**src/rtl/fetch_pkg.sv**
```systemverilog
// fetch_pkg: shared types and defaults for the instruction-fetch front end
package fetch_pkg;
  typedef enum logic [1:0] {IDLE, WAIT, HALT} fetch_state_t;
  localparam logic [3:0] HLT_OPCODE_DEF = 4'hF;
  localparam int DATA_W_DEF = 16;
  localparam int ADDR_W_DEF = 16;
  typedef struct packed {
    logic [DATA_W_DEF-1:0] inst;
    logic [ADDR_W_DEF-1:0] pc_next;
  } fq_entry_t;
endpackage

```
**src/rtl/fetch_queue_if.sv**
```systemverilog
// fetch_queue_if: instruction-memory, redirect and decode handshake bundle
interface fetch_queue_if #(parameter int DATA_W = 16, parameter int ADDR_W = 16);
  logic              imem_req;
  logic [ADDR_W-1:0] imem_addr;
  logic              imem_valid;
  logic [DATA_W-1:0] imem_data;
  logic              redirect;
  logic [ADDR_W-1:0] redirect_pc;
  logic              id_valid;
  logic              id_ready;
  logic [DATA_W-1:0] id_inst;
  logic [ADDR_W-1:0] id_pc_next;
  modport master (
    output imem_req, imem_addr, id_valid, id_inst, id_pc_next,
    input  imem_valid, imem_data, redirect, redirect_pc, id_ready
  );
  modport slave (
    input  imem_req, imem_addr, id_valid, id_inst, id_pc_next,
    output imem_valid, imem_data, redirect, redirect_pc, id_ready
  );
endinterface

```
**src/rtl/fetch_fifo.sv**
```systemverilog
// fetch_fifo: circular-buffer queue with priority flush and occupancy count
module fetch_fifo #(
  parameter int WIDTH = 8,
  parameter int DEPTH = 4
) (
  input  logic                           clk,
  input  logic                           rst,
  input  logic                           flush_i,
  input  logic                           push_i,
  input  logic                           pop_i,
  input  logic [WIDTH-1:0]               data_i,
  output logic [WIDTH-1:0]               data_o,
  output logic [$clog2(DEPTH+1)-1:0]     count_o
);
  localparam int PW = $clog2(DEPTH);
  localparam int CW = $clog2(DEPTH+1);
  logic [WIDTH-1:0] mem_q [DEPTH];
  logic [PW-1:0]    wr_q, rd_q;
  logic [CW-1:0]    cnt_q;
  always_ff @(posedge clk)
    if (push_i) mem_q[wr_q] <= data_i;
  always_ff @(posedge clk)
    if (rst || flush_i) begin
      wr_q  <= '0;
      rd_q  <= '0;
      cnt_q <= '0;
    end else begin
      wr_q  <= wr_q + PW'(push_i);
      rd_q  <= rd_q + PW'(pop_i);
      cnt_q <= cnt_q + CW'(push_i) - CW'(pop_i);
    end
  assign data_o  = mem_q[rd_q];
  assign count_o = cnt_q;
endmodule

```
**src/rtl/fetch_queue.sv**
```systemverilog
// fetch_queue: variable-latency instruction fetch feeding decode through a queue
module fetch_queue import fetch_pkg::*; #(
  parameter int               DATA_W     = 16,
  parameter int               ADDR_W     = 16,
  parameter int               DEPTH      = 4,
  parameter logic [ADDR_W-1:0] RESET_PC  = '0,
  parameter logic [3:0]       HLT_OPCODE = HLT_OPCODE_DEF
) (
  input  logic                       clk,
  input  logic                       rst,
  fetch_queue_if.master              bus,
  output logic [ADDR_W-1:0]          pc,
  output logic                       halted,
  output logic [$clog2(DEPTH+1)-1:0] count
);
  localparam int CW = $clog2(DEPTH+1);
  typedef struct packed {
    logic [DATA_W-1:0] inst;
    logic [ADDR_W-1:0] pc_next;
  } entry_t;
  fetch_state_t      state_q, state_d;
  logic [ADDR_W-1:0] pc_q, pc_d, pc_inc;
  logic              disc_q, disc_d;
  logic              fire, hlt, push, pop, req_idle, req_b2b;
  entry_t            head, wdata;
  assign pc_inc   = pc_q + ADDR_W'(2);
  assign fire     = bus.imem_valid && state_q == WAIT && !disc_q;
  assign hlt      = bus.imem_data[DATA_W-1 -: 4] == HLT_OPCODE;
  assign push     = fire && !bus.redirect;
  assign pop      = bus.id_valid && bus.id_ready;
  assign wdata    = '{inst: bus.imem_data, pc_next: pc_inc};
  // a request always reserves a slot, counting the response still in flight
  assign req_idle = state_q == IDLE && count < CW'(DEPTH);
  assign req_b2b  = push && !hlt && count < CW'(DEPTH-1);
  assign bus.imem_req  = !rst && !bus.redirect && (req_idle || req_b2b);
  assign bus.imem_addr = !bus.imem_req ? '0 : req_b2b ? pc_inc : pc_q;
  always_comb begin
    state_d = state_q;
    pc_d    = pc_q;
    disc_d  = disc_q;
    if (bus.redirect) begin
      pc_d    = bus.redirect_pc & ~ADDR_W'(1);
      disc_d  = state_q == WAIT && !bus.imem_valid;
      state_d = disc_d ? WAIT : IDLE;
    end else if (state_q == IDLE && bus.imem_req) begin
      state_d = WAIT;
    end else if (state_q == WAIT && bus.imem_valid) begin
      disc_d  = 1'b0;
      state_d = disc_q ? IDLE : hlt ? HALT : bus.imem_req ? WAIT : IDLE;
      pc_d    = fire && !hlt ? pc_inc : pc_q;
    end
  end
  always_ff @(posedge clk)
    if (rst) begin
      state_q <= IDLE;
      pc_q    <= RESET_PC;
      disc_q  <= 1'b0;
    end else begin
      state_q <= state_d;
      pc_q    <= pc_d;
      disc_q  <= disc_d;
    end
  fetch_fifo #(.WIDTH($bits(entry_t)), .DEPTH(DEPTH)) u_fifo (
    .clk     (clk),
    .rst     (rst),
    .flush_i (bus.redirect),
    .push_i  (push),
    .pop_i   (pop),
    .data_i  (wdata),
    .data_o  (head),
    .count_o (count)
  );
  assign bus.id_valid   = count != '0;
  assign bus.id_inst    = bus.id_valid ? head.inst : '0;
  assign bus.id_pc_next = bus.id_valid ? head.pc_next : '0;
  assign pc     = pc_q;
  assign halted = state_q == HALT;
endmodule

```
**src/flat_wrapper.sv**
```systemverilog
// flat-port wrapper written by rule: the top's interface ports become plain ports
module fetch_queue_flat import fetch_pkg::*;
#(
  parameter int               DATA_W     = 16,
  parameter int               ADDR_W     = 16,
  parameter int               DEPTH      = 4,
  parameter logic [ADDR_W-1:0] RESET_PC  = '0,
  parameter logic [3:0]       HLT_OPCODE = HLT_OPCODE_DEF
)
  (clk, rst, pc, halted, count, bus_imem_req, bus_imem_addr, bus_id_valid, bus_id_inst, bus_id_pc_next, bus_imem_valid, bus_imem_data, bus_redirect, bus_redirect_pc, bus_id_ready);
  fetch_queue_if #(.DATA_W(DATA_W), .ADDR_W(ADDR_W)) bus_i ();
  input  logic clk;
  input  logic rst;
  output logic [ADDR_W-1:0] pc;
  output logic halted;
  output logic [$clog2(DEPTH+1)-1:0] count;
  output wire logic [$bits(bus_i.imem_req)-1:0] bus_imem_req;
  output wire logic [$bits(bus_i.imem_addr)-1:0] bus_imem_addr;
  output wire logic [$bits(bus_i.id_valid)-1:0] bus_id_valid;
  output wire logic [$bits(bus_i.id_inst)-1:0] bus_id_inst;
  output wire logic [$bits(bus_i.id_pc_next)-1:0] bus_id_pc_next;
  input wire logic [$bits(bus_i.imem_valid)-1:0] bus_imem_valid;
  input wire logic [$bits(bus_i.imem_data)-1:0] bus_imem_data;
  input wire logic [$bits(bus_i.redirect)-1:0] bus_redirect;
  input wire logic [$bits(bus_i.redirect_pc)-1:0] bus_redirect_pc;
  input wire logic [$bits(bus_i.id_ready)-1:0] bus_id_ready;
  assign bus_imem_req = bus_i.imem_req;
  assign bus_imem_addr = bus_i.imem_addr;
  assign bus_id_valid = bus_i.id_valid;
  assign bus_id_inst = bus_i.id_inst;
  assign bus_id_pc_next = bus_i.id_pc_next;
  assign bus_i.imem_valid = bus_imem_valid;
  assign bus_i.imem_data = bus_imem_data;
  assign bus_i.redirect = bus_redirect;
  assign bus_i.redirect_pc = bus_redirect_pc;
  assign bus_i.id_ready = bus_id_ready;
  fetch_queue #(.DATA_W(DATA_W), .ADDR_W(ADDR_W), .DEPTH(DEPTH), .RESET_PC(RESET_PC), .HLT_OPCODE(HLT_OPCODE)) u_core (.clk(clk), .rst(rst), .bus(bus_i), .pc(pc), .halted(halted), .count(count));
endmodule
```
**config.mk**
```make
export PLATFORM = sky130hd
export DESIGN_NAME = fetch_queue_flat
export DESIGN_NICKNAME = d
export VERILOG_FILES = /design/src/rtl/fetch_pkg.sv /design/src/rtl/fetch_queue_if.sv /design/src/rtl/fetch_fifo.sv /design/src/rtl/fetch_queue.sv /design/src/flat_wrapper.sv
export SDC_FILE = /design/constraint.sdc
export NUM_CORES = 1
export LEC_CHECK = 0
export CORE_AREA = 2 2 119 121
export DETAILED_ROUTE_END_ITERATION = 16
export DIE_AREA = 0 0 121 123
export DONT_BUFFER_PORTS = 1
export GPL_TIMING_DRIVEN = 0
export PLACE_DENSITY = 0.75
export SLEW_MARGIN = 20
export SYNTH_ARGS = -nofsm -noshare
export SYNTH_HDL_FRONTEND = slang
export SYNTH_SLANG_ARGS = --single-unit
```
**constraint.sdc**
```tcl
create_clock -name clk -period 3.3 [get_ports clk]
set_input_delay 0 -clock clk [delete_from_list [all_inputs] [get_ports clk]]
set_output_delay 0 -clock clk [all_outputs]
set_load 0.005 [all_outputs]
```
Word level (Yosys, flattened, before mapping)
Memory sizes are Yosys's and may differ from the RTL's. A register that Yosys moved wholly into a read port is not among the register bits.
Cells that the tools add are included.
{ "op_classes": {"add_sub_neg": 5, "multipliers": 0, "n_div": 0, "order_cmp": 2, "n_eq_ne": 4, "shift": 0, "muxes": 21, "bitwise_logic": 1, "n_reduce_logical": 28} }
{ "ops": {"columns": ["operator", "n"], "rows": [
  ["$mux 16", 8],
  ["$add 16x2->16 const B", 1],
  ["$logic_and 1x1->1", 12],
  ["$mux 2", 6],
  ["$mux 1", 7],
  ["$reduce_and 3->1", 2],
  ["$reduce_bool 3->1", 2],
  ["$logic_not 1->1", 5],
  ["$add 2x1->2", 2],
  ["$eq 4x4->1 const B", 1],
  ["$reduce_bool 2->1", 2],
  ["$add 3x1->3", 1],
  ["$lt 3x2->1 const B", 1],
  ["$lt 3x3->1 const B", 1],
  ["$sub 3x1->3", 1],
  ["$eq 2x1->1 const B", 1],
  ["$eq 2x2->1 const B", 1],
  ["$logic_not 2->1", 1],
  ["$logic_or 1x1->1", 2],
  ["$ne 2x2->1 const B", 1],
  ["$reduce_and 2->1", 1],
  ["$reduce_or 2->1", 1],
  ["$not 1->1", 1]
]} }
{ "totals": {"regBits": 26, "latch_bits": 0, "mem_bits_rw": 128, "mem_bits_ro": 0, "in_bits": 37, "out_inout_bits": 70, "wordCells": 69, "memories": 1} }
{ "memory_table": {"columns": ["name", "words", "word_bits", "read_ports", "rd_clocked_by_memory_dff", "write_ports", "line", "source"], "rows": [
  ["u_core.u_fifo.mem_q", 4, 32, 1, 1, 1, "fetch_fifo.sv:17", "logic [WIDTH-1:0] mem_q [DEPTH];"]
]} }

Depth between registers and ports, before layout
{ "depth": {"depth_word": 14, "mapped_depth": 9, "ltp_nobuf": 8} }

By module
From an unflattened synthesis, not the netlist that was laid out.
{ "hier_totals": {"hier_cells": 469, "area_unflattened_um2": 6991.7} }
{ "by_module_without_submodules": {"columns": ["mod", "instances", "cells_each", "area_each_um2", "seq_area_each_um2"], "rows": [
  ["fetch_fifo", 1, 199, 4999.8, 3983.8],
  ["fetch_queue", 1, 270, 1991.9, 360.3]
]} }

Worst setup path after synthesis
Ideal clock, no wire load.
{ "synth_path": {"kind": "flip-flop to flip-flop", "start": "reg u_core.state_q[0]", "end": "mem u_core.u_fifo.mem_q[1][10] (netlist name), enable pin", "setup_time_ns": 0.464, "arrival_ns": 3.076, "t_required_ns": 2.836, "slack_ns": -0.240, "path_stages_with_launch": 4, "path_buffers": 0, "synth_period_minus_slack_ns": 3.540, "path_cell_list": "dfxtp_1 and3b_2 nand2_1 nor3b_1"} }
{ "synth_between": {"elab_chain_len": 6} }
{ "synth_rtl": {"columns": ["element", "line", "source"], "rows": [
  ["from (decl)", "fetch_queue.sv:21", "fetch_state_t state_q, state_d;"],
  ["from (signal assigned)", "fetch_queue.sv:59", "state_q <= state_d;"],
  ["$eq 2x1->1", "fetch_queue.sv:27", "assign fire = bus.imem_valid && state_q == WAIT && !disc_q;"],
  ["$logic_and 1x1->1 (2 in a row)", "fetch_queue.sv:27", null],
  ["$logic_and 1x1->1", "fetch_queue.sv:29", "assign push = fire && !bus.redirect;"],
  ["$mux 1", "fetch_fifo.sv:21", "if (push_i) mem_q[wr_q] <= data_i;"],
  ["$mux 1 (not written as such)", "fetch_fifo.sv:21", null],
  ["to (decl)", "fetch_fifo.sv:17", null]
]} }
Every way passes these cells.

Worst setup path after layout
{ "layout_path": {"start": "reg u_core.u_fifo.cnt_q[2] (netlist: u_core.u_fifo.count_o[2])", "end": "reg u_core.u_fifo.cnt_q[2] (netlist: u_core.u_fifo.count_o[2])"} }
{ "layout_between": {"elab_chain_len": 3, "elab_cells_between_ends": 4, "classes_between": "add/sub: 2; reduce/logical: 2"} }
{ "layout_rtl": {"columns": ["element", "line", "source"], "rows": [
  ["from (decl)", "fetch_fifo.sv:19", "logic [CW-1:0] cnt_q;"],
  ["from (signal assigned)", "fetch_fifo.sv:30", "cnt_q <= cnt_q + CW'(push_i) - CW'(pop_i);"],
  ["parallel branches: the longest is 2 deep, another holds $add 3x1->3", null, null],
  ["$sub 3x1->3 (*)", "fetch_fifo.sv:30", null]
]} }
Mark *: on every way between the ends.
A chain may end at the register's enable or synchronous reset.

==> impl_metrics.yaml <==
power_and_ir_drop:
  power_frac_comb_pct: 6.8
  intPower_uw: 3290
  peakVddDrop_v: 0.000317
  switchingPower_uw: 903
  pwr-share-seq_pct: 50.1
  finalPower_uw: 4190
  swShare_pct: 21.6
  power.leakage_uw: 0.00258
  power_frac_clock_pct: 43.1
  p_per_area_mw_per_mm2: 530
cts:
  clock_latency_ps: 420
  cts_buffers: 17
  cts_max_level: 4
  cts.reportedPaths.clkPinSlew_ps: 60
  clockRootBuffer: "clkbuf_16"
  cts_max_path_buffers: 2
  cts_tree: "done"
  cts.sinks: 149
timing:
  finalWorstSetupSlack_ps: 358
  fin_skew_ps: 7.04
  maxSlewViolCount: 0
  max_slew_margin_pct: 45.9
  finalCritPeriodShare_pct: 89.2
  hold_viol: 0
  fmax_mhz: 340
  worst_slew_pin_slew_ps: 805
  setup_violations: 0
  rsz0062_at_grt: "no"
  period_needed_ps: 2940
logic_synthesis:
  post-synth-top-count-cell: "edfxtp_1"
  synthFlopType: "edfxtp_1"
  ys_ff_latch: 149
  yosysSeqAreaShare_pct: 63.7
  synth_cells: 458
  netlist-cell-type-count: 53
  ys.warnings.count: 0
  synthesis.area_mm2: 0.00663
  yosys.area.top_type: "edfxtp_1"
  ys_top_cells_by_count: "edfxtp_1, nor2b_1, mux4_2"
  ys_async_sr_fraction_pct: 0
  synth_top_area_share_pct: 56.2
  synth_area_leaders: "edfxtp_1, mux4_2, dfxtp_1"
  synth-edff-count: 124
  postSynthAreaPerCell_um2: 14.5
setup_path:
  worstSetupPathType: "flop to flop"
  slowest_stage: "nor3_1"
  crit_path_end_kind: "flop"
  path_cells: "nor3_1 -> clkbuf_1 -> nor2b_1 -> ha_1 -> inv_1 -> ha_1 -> fa_1 -> xnor2_1 -> nor2_1"
  cp_max_fo: 10
  r2r_slack_ps: 360
  worstPathRequired_ps: 3600
  crit_top_cell: "ha_1"
  cp.arrival_ps: 3240
  critPathLaunchType: "flop"
  crit_family: "simple AND/OR/NAND/NOR gates"
  max_stage_delay_ps: 700
  path_buf_inv: 2
placement:
  place_hpwl_mm: 10.2
  routabilityCongestion: 0.864
  dp_cells: 646
  dp_slack_ps: 223
  io_buffers: 0
cells_and_area:
  fin_util_pct: 58.1
  fin_cells: 713
  nets: 564
  syn_to_final_growth_pct: 19.2
  ff_latch_area_mm2: 0.00422
  multi_input_area_mm2: 0.00222
  fill_cells: 1063
  drive_above_1_share_pct: 16.1
  antenna-diode-count: 0
route:
  drtAntennaViolNets: 0
  wl_per_cell_um: 20.6
  via_per_inst: 5.71
  dr.first_iter.drc_count: 381
  dr.pass1.iters: 5
  wirelength_mm: 14.7
  drcViolationCount: 0
  via_count: 4070
grt:
  grt_pass1_wl_mm: 22.9
  antenna_found_initial: 0
  grt_max_degree: 24
  grt_pass1_vias: 4164
  track_usage_pct: 20.8
  overflow: 0
floorplan:
  dieHeight_um: 123
  rows: 43
  die_area_mm2: 0.0149
  fp.dieW_um: 121
  core_area_mm2: 0.0136
  io_pins: 107
  start_util_pct: 48.7
run_status:
  status: "completed"
job:
  maxCapViolCount: 0
hold_path:
  hp-class: "input pin to flop"
-- kinds of logic after synthesis --
group | synth area share [%]
flip-flops | 63.7
adder cells (fa/ha/maj) | 1.43
other | 0.0566
multiplexers | 10.7
buffers and inverters | 3.45
AND/OR/NAND/NOR | 11.7
XOR/XNOR | 2.38
AO/OA/AOI/OAI | 6.59
-- timing repair --
item	CTS	global route
hold buffers	35	0
setup buffers	0	0
endpoints found under the hold margin	87	0
gates resized for setup	0	0
-- metal layers --
layer / track usage, % / up-vias / part of all wire [%]
li1: - / 1891 / -
met1: 26.5 / 1982 / 42
met2: 33.4 / 181 / 48
met3: 6.78 / 16 / 8.7
met4: 7.63 / 0 / 1.6
met5: 0 / - / 0
-- per-stage QoR --
| stage | hold slack, ps | cell area [um^2] | setup TNS (ps) |
|---|---|---|---|
| after floorplan | 98.9 | 6650 | 0 |
| after global placement | 99.0 | 6870 | -15490 |
| after detailed placement | 99.0 | 7010 | 0 |
| after CTS | 8.28 | 7910 | 0 |
| after global routing | 43.1 | 7910 | 0 |
| final | 34.3 | 7910 | 0 |
-- tightest hold or removal path, cell delays in order --
cell and delay [ps]:
and4_1 180, a22oi_1 170, nor2_1 50
-- registers in the layout, summed over array words and instances (netlist names) --
signal	count
u_core.state_q	2
u_core.u_fifo.rd_q	2
u_core.disc_q	1
u_core.pc	15
u_core.u_fifo.count_o	3
u_core.u_fifo.mem_q	124
u_core.u_fifo.wr_q	2
-- power by group through the flow --
| stage | registers [uW] | logic, uW | clock network [uW] |
|---|---|---|---|
| 3_3_place_gp | 2140 | 231 | 0 |
| 3_5_place_dp | 2140 | 243 | 0 |
| 2_1_floorplan | 2130 | 176 | 0 |
| 4_1_cts | 2100 | 285 | 1830 |
| 6_report | 2100 | 286 | 1800 |
| 5_1_grt | 2100 | 316 | 1920 |
-- layout make-up --
class | count | share of cell area (%)
sequential | 149 | 53.4
multi-input combinational | 260 | 28.0
timing repair buffer | 41 | 5.86
clock buffer | 20 | 5.52
tap | 180 | 2.85
buffer | 32 | 1.99
clock inverter | 12 | 1.42
inverter | 19 | 0.902
-- path summary, 6_finish.rpt --
check                                              start                        to  cells after the start
worst max-delay path            u_core.u_fifo.count_o[2]  u_core.u_fifo.count_o[2]                      9
worst min-delay path                   bus_imem_data[12]         u_core.state_q[1]                      3
worst max register to register  u_core.u_fifo.count_o[2]  u_core.u_fifo.count_o[2]                      9
worst min register to register              u_core.pc[2]              u_core.pc[2]                      2
-- cells in the final DEF, fill, tap and decap left out, drive strengths merged, types with 3 or more instances in the layout --
cell type / count
edfxtp: 124
clkbuf: 37
dlygate4sd3: 35
nor2b: 32
mux4: 31
dfxtp: 25
nor2: 25
buf: 21
inv: 18
nand2: 17
xnor2: 15
o21ai: 12
a31oi: 12
a21oi: 11
nor3: 11
nand3: 9
or3: 9
clkinv: 9
a311oi: 7
and4: 6
and2: 6
ha: 6
nand4: 5
nor4: 4
a41oi: 4
o31a: 4
xor2: 3
a221oi: 3
conb: 3
and3: 3
nand3b: 3
No activity file was read; power rests on OpenSTA's default activity.
